<file path="src/rtl/alu_ctrl_pkg.sv">
// Shared constants for the ALU control decoder: opcode classes, funct7 patterns and select codes.
package alu_ctrl_pkg;

  localparam logic [2:0] OP_LDST   = 3'b000;
  localparam logic [2:0] OP_BRANCH = 3'b001;
  localparam logic [2:0] OP_RTYPE  = 3'b010;
  localparam logic [2:0] OP_ITYPE  = 3'b011;
  localparam logic [2:0] OP_LUI    = 3'b100;

  localparam logic [6:0] F7_BASE   = 7'b0000000;
  localparam logic [6:0] F7_ALT    = 7'b0100000;
  localparam logic [6:0] F7_MULDIV = 7'b0000001;

  localparam int unsigned CODE_W = 5;

  localparam logic [CODE_W-1:0] SEL_ADD    = 5'd0;
  localparam logic [CODE_W-1:0] SEL_SUB    = 5'd1;
  localparam logic [CODE_W-1:0] SEL_SLL    = 5'd2;
  localparam logic [CODE_W-1:0] SEL_SLT    = 5'd3;
  localparam logic [CODE_W-1:0] SEL_SLTU   = 5'd4;
  localparam logic [CODE_W-1:0] SEL_XOR    = 5'd5;
  localparam logic [CODE_W-1:0] SEL_SRL    = 5'd6;
  localparam logic [CODE_W-1:0] SEL_SRA    = 5'd7;
  localparam logic [CODE_W-1:0] SEL_OR     = 5'd8;
  localparam logic [CODE_W-1:0] SEL_AND    = 5'd9;
  localparam logic [CODE_W-1:0] SEL_PASS_B = 5'd10;
  // M-extension codes occupy 16..23 in funct3 order, so MUL | funct3 yields the op.
  localparam logic [CODE_W-1:0] SEL_MUL    = 5'd16;

  function automatic logic [CODE_W-1:0] base_sel(input logic [2:0] f3);
    logic [CODE_W-1:0] s;
    case (f3)
      3'b000:  s = SEL_ADD;
      3'b001:  s = SEL_SLL;
      3'b010:  s = SEL_SLT;
      3'b011:  s = SEL_SLTU;
      3'b100:  s = SEL_XOR;
      3'b101:  s = SEL_SRL;
      3'b110:  s = SEL_OR;
      default: s = SEL_AND;
    endcase
    return s;
  endfunction

endpackage

</file>
<file path="src/rtl/alu_ctrl_pipe_if.sv">
// Decode request / ALU select result handshake bundle between decode and execute.
interface alu_ctrl_pipe_if #(
  parameter int unsigned SEL_W = 5,
  parameter int unsigned TAG_W = 4
);
  logic             in_valid;
  logic             in_ready;
  logic [9:0]       func_field;
  logic [2:0]       ALUOp;
  logic [TAG_W-1:0] in_tag;
  logic             out_valid;
  logic             out_ready;
  logic [SEL_W-1:0] ALU_SEL;
  logic             illegal;
  logic [TAG_W-1:0] out_tag;

  modport master (
    output in_valid, func_field, ALUOp, in_tag, out_ready,
    input  in_ready, out_valid, ALU_SEL, illegal, out_tag
  );

  modport slave (
    input  in_valid, func_field, ALUOp, in_tag, out_ready,
    output in_ready, out_valid, ALU_SEL, illegal, out_tag
  );
endinterface

</file>
<file path="src/rtl/alu_ctrl_dec.sv">
// Combinational RISC-V ALU control decoder: {ALUOp, funct7, funct3} -> {select, illegal}.
// M-extension decode is enabled by defining ALU_CTRL_MULDIV_EN.
module alu_ctrl_dec
  import alu_ctrl_pkg::*;
#(
  parameter int unsigned SEL_W = 5
) (
  input  logic [2:0]       i_alu_op,
  input  logic [9:0]       i_func_field,
  output logic [SEL_W-1:0] o_sel,
  output logic             o_illegal
);

  logic [6:0]        w_f7;
  logic [2:0]        w_f3;
  logic [CODE_W-1:0] w_code;
  logic              w_illegal;

  assign w_f7 = i_func_field[9:3];
  assign w_f3 = i_func_field[2:0];

  always_comb begin
    w_code    = SEL_ADD;
    w_illegal = 1'b0;
    case (i_alu_op)
      OP_LDST: w_code = SEL_ADD;
      OP_BRANCH: begin
        case (w_f3[2:1])
          2'b00:   w_code = SEL_SUB;
          2'b10:   w_code = SEL_SLT;
          2'b11:   w_code = SEL_SLTU;
          default: w_illegal = 1'b1;
        endcase
      end
      OP_RTYPE: begin
        if (w_f7 == F7_BASE) begin
          w_code = base_sel(w_f3);
        end else if (w_f7 == F7_ALT) begin
          if (w_f3 == 3'b000)      w_code = SEL_SUB;
          else if (w_f3 == 3'b101) w_code = SEL_SRA;
          else                     w_illegal = 1'b1;
        end
`ifdef ALU_CTRL_MULDIV_EN
        else if (w_f7 == F7_MULDIV) begin
          w_code = SEL_MUL | {2'b00, w_f3};
        end
`endif
        else begin
          w_illegal = 1'b1;
        end
      end
      OP_ITYPE: begin
        // funct7 only qualifies the shift-immediate forms.
        case (w_f3)
          3'b001: begin
            if (w_f7 == F7_BASE) w_code = SEL_SLL;
            else                 w_illegal = 1'b1;
          end
          3'b101: begin
            if (w_f7 == F7_BASE)     w_code = SEL_SRL;
            else if (w_f7 == F7_ALT) w_code = SEL_SRA;
            else                     w_illegal = 1'b1;
          end
          default: w_code = base_sel(w_f3);
        endcase
      end
      OP_LUI:  w_code = SEL_PASS_B;
      default: w_illegal = 1'b1;
    endcase
  end

  assign o_sel     = w_illegal ? '0 : SEL_W'(w_code);
  assign o_illegal = w_illegal;

endmodule

</file>
<file path="src/rtl/alu_ctrl_pipe.sv">
// Registered ALU control stage: decoder behind an output register plus one skid entry,
// with a saturating illegal-op counter. M-extension decode via ALU_CTRL_MULDIV_EN.
module alu_ctrl_pipe
  import alu_ctrl_pkg::*;
#(
  parameter int unsigned SEL_W = 5,
  parameter int unsigned TAG_W = 4,
  parameter int unsigned CNT_W = 8
) (
  input  logic             clk,
  input  logic             rst,
  alu_ctrl_pipe_if.slave   bus,
  input  logic             cnt_clr,
  output logic [CNT_W-1:0] illegal_cnt
);

  logic [SEL_W-1:0] w_dec_sel;
  logic             w_dec_illegal;
  logic             w_accept;
  logic             w_drain;

  logic             r_out_valid;
  logic [SEL_W-1:0] r_out_sel;
  logic             r_out_ill;
  logic [TAG_W-1:0] r_out_tag;
  logic             r_skid_valid;
  logic [SEL_W-1:0] r_skid_sel;
  logic             r_skid_ill;
  logic [TAG_W-1:0] r_skid_tag;
  logic [CNT_W-1:0] r_cnt;

  alu_ctrl_dec #(
    .SEL_W (SEL_W)
  ) u_dec (
    .i_alu_op     (bus.ALUOp),
    .i_func_field (bus.func_field),
    .o_sel        (w_dec_sel),
    .o_illegal    (w_dec_illegal)
  );

  // in_ready is just !skid_full, so it is a flop output with no path from out_ready.
  assign w_accept = bus.in_valid & ~r_skid_valid;
  assign w_drain  = r_out_valid & bus.out_ready;

  always_ff @(posedge clk) begin
    if (rst) begin
      r_out_valid  <= 1'b0;
      r_out_sel    <= '0;
      r_out_ill    <= 1'b0;
      r_out_tag    <= '0;
      r_skid_valid <= 1'b0;
      r_skid_sel   <= '0;
      r_skid_ill   <= 1'b0;
      r_skid_tag   <= '0;
    end else if (!r_out_valid || w_drain) begin
      // Output slot free this cycle; the skid entry is older, so it goes first.
      if (r_skid_valid) begin
        r_out_valid  <= 1'b1;
        r_out_sel    <= r_skid_sel;
        r_out_ill    <= r_skid_ill;
        r_out_tag    <= r_skid_tag;
        r_skid_valid <= 1'b0;
      end else if (w_accept) begin
        r_out_valid <= 1'b1;
        r_out_sel   <= w_dec_sel;
        r_out_ill   <= w_dec_illegal;
        r_out_tag   <= bus.in_tag;
      end else begin
        r_out_valid <= 1'b0;
      end
    end else if (w_accept) begin
      r_skid_valid <= 1'b1;
      r_skid_sel   <= w_dec_sel;
      r_skid_ill   <= w_dec_illegal;
      r_skid_tag   <= bus.in_tag;
    end
  end

  always_ff @(posedge clk) begin
    if (rst || cnt_clr) begin
      r_cnt <= '0;
    end else if (w_accept && w_dec_illegal && !(&r_cnt)) begin
      r_cnt <= r_cnt + CNT_W'(1);
    end
  end

  assign bus.in_ready  = ~r_skid_valid;
  assign bus.out_valid = r_out_valid;
  assign bus.ALU_SEL   = r_out_sel;
  assign bus.illegal   = r_out_ill;
  assign bus.out_tag   = r_out_tag;
  assign illegal_cnt   = r_cnt;

endmodule

</file>
<file path="src/flat_wrapper.sv">
// flat-port wrapper written by rule: the top's interface ports become plain ports
module alu_ctrl_pipe_flat import alu_ctrl_pkg::*;
#(
  parameter int unsigned SEL_W = 5,
  parameter int unsigned TAG_W = 4,
  parameter int unsigned CNT_W = 8
)
  (clk, rst, cnt_clr, illegal_cnt, bus_in_valid, bus_func_field, bus_ALUOp, bus_in_tag, bus_out_ready, bus_in_ready, bus_out_valid, bus_ALU_SEL, bus_illegal, bus_out_tag);
  alu_ctrl_pipe_if #(.SEL_W(SEL_W), .TAG_W(TAG_W)) bus_i ();
  input  logic clk;
  input  logic rst;
  input  logic cnt_clr;
  output logic [CNT_W-1:0] illegal_cnt;
  input wire logic [$bits(bus_i.in_valid)-1:0] bus_in_valid;
  input wire logic [$bits(bus_i.func_field)-1:0] bus_func_field;
  input wire logic [$bits(bus_i.ALUOp)-1:0] bus_ALUOp;
  input wire logic [$bits(bus_i.in_tag)-1:0] bus_in_tag;
  input wire logic [$bits(bus_i.out_ready)-1:0] bus_out_ready;
  output wire logic [$bits(bus_i.in_ready)-1:0] bus_in_ready;
  output wire logic [$bits(bus_i.out_valid)-1:0] bus_out_valid;
  output wire logic [$bits(bus_i.ALU_SEL)-1:0] bus_ALU_SEL;
  output wire logic [$bits(bus_i.illegal)-1:0] bus_illegal;
  output wire logic [$bits(bus_i.out_tag)-1:0] bus_out_tag;
  assign bus_i.in_valid = bus_in_valid;
  assign bus_i.func_field = bus_func_field;
  assign bus_i.ALUOp = bus_ALUOp;
  assign bus_i.in_tag = bus_in_tag;
  assign bus_i.out_ready = bus_out_ready;
  assign bus_in_ready = bus_i.in_ready;
  assign bus_out_valid = bus_i.out_valid;
  assign bus_ALU_SEL = bus_i.ALU_SEL;
  assign bus_illegal = bus_i.illegal;
  assign bus_out_tag = bus_i.out_tag;
  alu_ctrl_pipe #(.SEL_W(SEL_W), .TAG_W(TAG_W), .CNT_W(CNT_W)) u_core (.clk(clk), .rst(rst), .bus(bus_i), .cnt_clr(cnt_clr), .illegal_cnt(illegal_cnt));
endmodule
</file>
<file path="config.mk">
export PLATFORM = sky130hd
export DESIGN_NAME = alu_ctrl_pipe_flat
export DESIGN_NICKNAME = d
export VERILOG_FILES = /design/src/rtl/alu_ctrl_pkg.sv /design/src/rtl/alu_ctrl_pipe_if.sv /design/src/rtl/alu_ctrl_dec.sv /design/src/rtl/alu_ctrl_pipe.sv /design/src/flat_wrapper.sv
export SDC_FILE = /design/constraint.sdc
export NUM_CORES = 1
export LEC_CHECK = 0
export ABC_AREA = 0
export ABC_CLOCK_PERIOD_IN_PS = 1800
export BUFFER_PORTS_ARGS = -buffer_cell sky130_fd_sc_hd__buf_4
export CORE_MARGIN = 4
export CORE_UTILIZATION = 40
export CTS_CLUSTER_DIAMETER = 30
export DETAILED_ROUTE_END_ITERATION = 8
export PLACE_DENSITY = 0.66
export SYNTH_ARGS = -nofsm -noshare
export SYNTH_HDL_FRONTEND = slang
export SYNTH_SLANG_ARGS = --single-unit
</file>
<file path="constraint.sdc">
create_clock -name clk -period 1.8 [get_ports clk]
set_input_delay 0.27 -clock clk [delete_from_list [all_inputs] [get_ports clk]]
set_output_delay 0.27 -clock clk [all_outputs]
set_load 0.01 [all_outputs]
</file>
==> results of run 1 <==
-- placed cells by master (no fill, tap or decap), types with 2 or more instances in the layout --
cell | synthesis | routed
a21oi_1 | 12 | 12
nor3_1 | 5 | 5
o21ai_0 | 11 | 11
clkbuf_8 | 0 | 3
nor2b_1 | 3 | 3
dfxtp_1 | 28 | 28
nor2_1 | 23 | 23
o21a_1 | 3 | 3
nand2_1 | 14 | 14
buf_4 | 1 | 58
or4_1 | 3 | 3
or2_2 | 2 | 2
nor3b_1 | 2 | 2
a211oi_1 | 9 | 9
inv_1 | 3 | 3
a31oi_1 | 4 | 4
mux2i_1 | 8 | 8
nand4_1 | 2 | 2
nand3_1 | 3 | 3
or3_1 | 4 | 4
a21o_1 | 2 | 2
o31ai_1 | 3 | 3
o211ai_1 | 2 | 2
nor4_1 | 2 | 2
nand2b_1 | 4 | 4
-- registers in the layout, indices dropped and copies added (netlist names), 4 cells and up --
| name | cells |
|---|---|
| u_core.bus.ALU_SEL | 4 |
| u_core.bus.out_tag | 4 |
| u_core.illegal_cnt | 8 |
| u_core.r_skid_sel | 4 |
| u_core.r_skid_tag | 4 |
-- per-stage QoR --
step	setup WS, ns	utilization [%]	TNS, ns	total power, W	instances
floorplan	0.0836	-	0	0.000807	189
global placement	-0.0324	53.8	-0.0881	0.000922	283
detailed placement	-0.0963	53.8	-0.311	0.000924	283
CTS	0.138	55.0	0	0.00126	286
global route	0.0629	55.1	0	0.00131	286
finish	0.170	55.1	0	0.00124	286
-- critical path, delay by kind of cell, from the launching register on --
family | cells | cell delay [ns]
compound gates | 2 | 0.34
flops | 1 | 0.36
simple gates | 2 | 0.64
fa+ha+maj | 1 | 0.22
-- repair_timing --
action,in CTS,in global routing
endpoints found under the setup margin,0,1
endpoints found under the hold margin,0,0
resized for setup,0,1
hold buffers,0,0
-- metal layers --
metal,up-vias,track usage (%)
met5,-,0
met4,0,1.91
met3,4,3.88
met2,30,25.1
met1,705,20.7
li1,794,-
-- cells by family (layout without fill, tap and decap cells) --
family	after synthesis	count (layout)
adder cells (fa/ha/maj)	1	1
other	1	1
AND/OR/NAND/NOR	73	73
buffers and inverters	16	65
AO/OA/AOI/OAI	60	60
XOR/XNOR	2	2
flip-flops	28	28
multiplexers	8	8
-- power by group through the flow --
stage / clock, W / sequential, W / combinational [W]
after floorplan: 0 / 0.000677 / 0.000130
after global placement: 0 / 0.000670 / 0.000251
after detailed placement: 0 / 0.000670 / 0.000253
after CTS: 0.000350 / 0.000657 / 0.000254
after global routing: 0.000371 / 0.000660 / 0.000281
final: 0.000329 / 0.000656 / 0.000252
-- cell usage after synthesis, drive strengths merged (4+ instances only) --
master	number
dfxtp	28
nor2	23
nand2	15
a21oi	12
o21ai	12
a211oi	9
mux2i	8
clkbuf	7
buf	5
nand2b	5
nor3	5
a31oi	4
inv	4
or3	4
-- worst paths after layout --
check	slack, ns	startpoint	end	cells past startpoint
setup / recovery	0.17	u_core.illegal_cnt[0]	u_core.illegal_cnt[5]	5
setup reg to reg	0.17	u_core.illegal_cnt[0]	u_core.illegal_cnt[5]	5
hold reg to reg	0.46	u_core.bus.ALU_SEL[2]	u_core.bus.ALU_SEL[2]	2
hold / removal	0.25	bus_in_tag[2]	u_core.r_skid_tag[2]	3
-- final cells by class --
type / count / area, sq um
clock buffer: 3 / 41.3
inverter: 4 / 15.0
sequential: 28 / 561
timing repair buffer: 58 / 435
multi-input combinational: 145 / 921
tap: 48 / 60.1
fill: 376 / 1660
==> results.cfg, run 1 <==
[status]
status = finished clean

[setup_path]
max_stage_delay_ns = 0.50
path_cells = ha_1, nand3_1, o2111ai_2, or4_1, a21oi_1
cp.arrival_ns = 1.84
cp.required_ns = 2.01
start_kind = flop
crit_slowest_cell = or4_1
worstSetupPathType = reg -> reg
critical_path.endpoint_type = flop
worstPathMaxFanout = 6

[floorplan]
core_sq_um = 3690
start_util_pct = 42.0
num_io_pins = 42
die_w_microns = 70.2
rows = 22
fp.dieArea_sq_um = 4930
fp.dieH_microns = 70.2

[synthesis]
muxShareOfSynthArea_pct = 5.17
synth_top_family_by_area = compound AO/OA/AOI/OAI gates
synth_compound_area_share_pct = 26.6
synth-xor-area-share_pct = 1.13
synthArstFlopShare_pct = 0
synthSimpleGateAreaFrac_pct = 25.1
synth_cell_types = 52
yosysSeqAreaShare_pct = 36.2
synthTopCellsByArea = dfxtp_1 (36%), nor2_1 (5.6%), mux2i_1 (5.2%), a211oi_1 (4.4%), a21oi_1 (3.9%)
synth_fa_ha_area_share_pct = 0.808
ys_warn_count = 0
yosysTopAreaCell = dfxtp_1
synth_area_sq_um = 1550
syn_inst = 189
synth_edf_count = 0
ys.flop_type = dfxtp_1
ys_ff_latch = 28
synth_nets = 212
syn_area_per_cell_sq_um = 8.20
synth_top_area_share_pct = 36.2

[routing]
vias_per_cell = 5.36
top_layer_used = met4
drc = 0
drt-initial-drc-count = 81
dr.pass1.iters = 4
routedWlPerCell_microns = 12.9
ant_nets = 0
wirelength_met1_microns = 1790
met3_length_microns = 173
vias = 1533
route.met2.wl_microns = 1700
wl_microns = 3680

[cts]
cts_setup_buffers = 0
cts_max_level = 1
cts_tree = built
root_buffer = clkbuf_8
cts_made_buffers = 3
cts_buffer_depth = 2
clk_pin_slew_ns = 0.09
cts_sinks = 28
clock_latency_ns = 0.27

[sta]
skew_ns = 0.00382
whs_ns = 0.246
fmax_mhz = 614
max-slew-margin-rel_pct = 64.8
setup_viol = 0
period_share_pct = 90.6
rsz0062_at_grt = no
slew_violations = 0
fin_crit_ns = 1.63
tightest_slew_ns = 0.524
hold_viol = 0

[placement]
numPortBuffers = 40
gp_congestion = 0.855
place_area_sq_um = 1990
dp_hpwl_microns = 2850

[finish]
diodes = 0
area_growth_pct = 31.3
drive_gt1_share_pct = 29.8
nets = 263
design_area_sq_um = 2030

[grt]
track_usage_pct = 15.3
grt_max_degree = 23
grt_pass1_wl_microns = 6350
antenna_found_initial = 0
overflow = 0
grt_pass1_vias = 1430

[worst_hold_path]
hold_class = in -> reg

[power_and_ir_drop]
cellPowerDensity_nw_per_um2 = 609
comb_power_share_pct = 20.4
pwr-share-clk_pct = 26.6
p_seq_share_pct = 53.0
p_sw_share_pct = 26.0
switchingPower_w = 0.000321
leakage_nw = 0.781
peakVddDrop_mv = 0.523
intPower_w = 0.000916

[flow_run]
drv_cap = 0
(Power assumes the default switching activity.)
==> inputs of run 2 (changes only) <==
--- a/config.mk
+++ b/config.mk
@@ -9,10 +9,9 @@
 export ABC_CLOCK_PERIOD_IN_PS = 1800
 export BUFFER_PORTS_ARGS = -buffer_cell sky130_fd_sc_hd__buf_4
 export CORE_MARGIN = 4
-export CORE_UTILIZATION = 40
+export CORE_UTILIZATION = 31
 export CTS_CLUSTER_DIAMETER = 30
 export DETAILED_ROUTE_END_ITERATION = 8
-export PLACE_DENSITY = 0.66
 export SYNTH_ARGS = -nofsm -noshare
 export SYNTH_HDL_FRONTEND = slang
 export SYNTH_SLANG_ARGS = --single-unit
==> run 2 against run 1 <==
Compared with the run above:
- largest cell class unchanged
- register-to-register slack got worse by 0.03 ns
- clock skew rose by 0.0023 ns
- core utilization fell by 11 points
- clock-buffer cell count did not move
- first-iteration DRC count fell by 27%
- wire length fell by 0.84%
- total power rose by 13%
- worst setup slack got worse by 0.028 ns
- critical path type unchanged
- largest power group unchanged
- flip-flop and latch count did not move
- clock power rose by 49%
- worst hold slack got worse by 0.012 ns
==> results.cfg, run 2 (same netlist as run 1, synthesis figures left out) <==
[routing]
vias = 1548
drc = 0
drt-initial-drc-count = 59
ant_nets = 0
routedWlPerCell_microns = 11.9
dr.pass1.iters = 4
vias_per_cell = 5.04
wl_microns = 3650

[grt]
overflow = 0
grt_use_met3_pct = 3.21
grt_pass1_vias = 1406
grt_pass1_wl_microns = 6320
grt_use_met2_pct = 20.5
top_usage_layer = met2
antenna_found_initial = 0
met1_usage_pct = 16.7
track_usage_pct = 12.4
grt_max_degree = 23

[sta]
fmax_mhz = 603
skew_ns = 0.00608
slew_violations = 0
whs_ns = 0.235
tns_ns = 0
max-slew-margin-rel_pct = 67.1
period_share_pct = 92.1
fin_ws_ns = 0.142
fin_crit_ns = 1.66
hold_viol = 0
setup_viol = 0
rsz0062_at_grt = no
tightest_slew_ns = 0.491

[flow_run]
drv_cap = 0

[cts]
cts_resized = 0
cts_made_buffers = 3
cts_sinks = 28
ctsHoldBuffers = 0
clk_pin_slew_ns = 0.10
root_buffer = clkbuf_8
cts_setup_buffers = 0
cts_max_level = 1
cts_buffer_depth = 2
cts_tree = built
clock_latency_ns = 0.27

[floorplan]
fp.dieArea_sq_um = 6190
start_util_pct = 32.4
rows = 25
core_sq_um = 4790
fp.dieH_microns = 78.7
num_io_pins = 42
die_w_microns = 78.7

[power_and_ir_drop]
finalPower_w = 0.00140
peakVddDrop_mv = 0.463
switchingPower_w = 0.000332
cellPowerDensity_nw_per_um2 = 670
intPower_w = 0.00107
leakage_nw = 0.800
pwr-share-clk_pct = 34.9
p_sw_share_pct = 23.7
comb_power_share_pct = 18.1
p_seq_share_pct = 47.0

[placement]
post-place-ws_ns = -0.0737
numPortBuffers = 40
dp_hpwl_microns = 2810
gp_congestion = 0.893

[setup_path]
worstPathMaxFanout = 6
r2r_cells = 5
worstSetupPathType = reg -> reg
cp_num_buf_inv = 0
cp.arrival_ns = 1.86
crit_slowest_cell = or4_1
cp.required_ns = 2.01
cp.depth = 5
critical_path.endpoint_type = flop
rr_startpoint = u_core.illegal_cnt[0]
critPathTopFamily = simple AND/OR/NAND/NOR gates
startpoint = u_core.illegal_cnt[0]
start_kind = flop
max_stage_delay_ns = 0.52
path_cells = ha_1, nand3_1, o2111ai_1, or4_1, a21oi_1

[finish]
area_growth_pct = 34.8
diodes = 0
largest_reg_flops = 8
drive_gt1_share_pct = 30.0
layout_commonest_cell = buf_4
nets = 264
mostFrequentLayoutCells = buf_4 (59), dfxtp_1 (28), nor2_1 (23)
final_util_pct = 43.6

[worst_hold_path]
hold_depth = 3
min_from = bus_in_tag[1]
hold_class = in -> reg

[status]
status = finished clean
## run 2: final cells by class
cell class	instances	area [sq um]
Timing Repair Buffer	59	443
Tap cell	67	83.8
Multi-Input combinational cell	145	915
Fill cell	479	2700
Inverter	4	15.0
Sequential cell	28	561
Clock inverter	1	30.0
Clock buffer	3	41.3
## run 2: layer usage
layer,routed length (microns),vias to the layer above,share of wire (%)
li1,-,802,-
met1,1720,707,47
met2,1710,37,47
met3,198,2,5.4
met4,17,0,0.47
met5,0,-,0
## run 2: path summary, 6_finish.rpt
| path | to | slack (ns) |
|---|---|---|
| setup reg to reg | u_core.illegal_cnt[5] | 0.14 |
| hold / removal | u_core.r_skid_tag[1] | 0.23 |
| setup / recovery | u_core.illegal_cnt[5] | 0.14 |
| hold reg to reg | u_core.bus.ALU_SEL[3] | 0.46 |
## run 2: metrics by stage
| step | std cells | cell area (sq um) |
|---|---|---|
| global placement | 303 | 2020 |
| floorplan | 189 | 1550 |
| detailed placement | 303 | 2020 |
| finish | 307 | 2090 |
| global route | 307 | 2090 |
| CTS | 307 | 2090 |
## run 2: power groups by stage
stage	sequential [W]	combinational (W)	clock, W
floorplan	0.000677	0.000130	0
CTS	0.000658	0.000255	0.000504
detailed placement	0.000672	0.000255	0
finish	0.000657	0.000253	0.000489
global route	0.000661	0.000285	0.000536
global placement	0.000672	0.000255	0
## run 2: tightest hold or removal path: stages
cell,delay (ns)
buf_4,0.08
mux2i_1,0.06
nor2_1,0.07
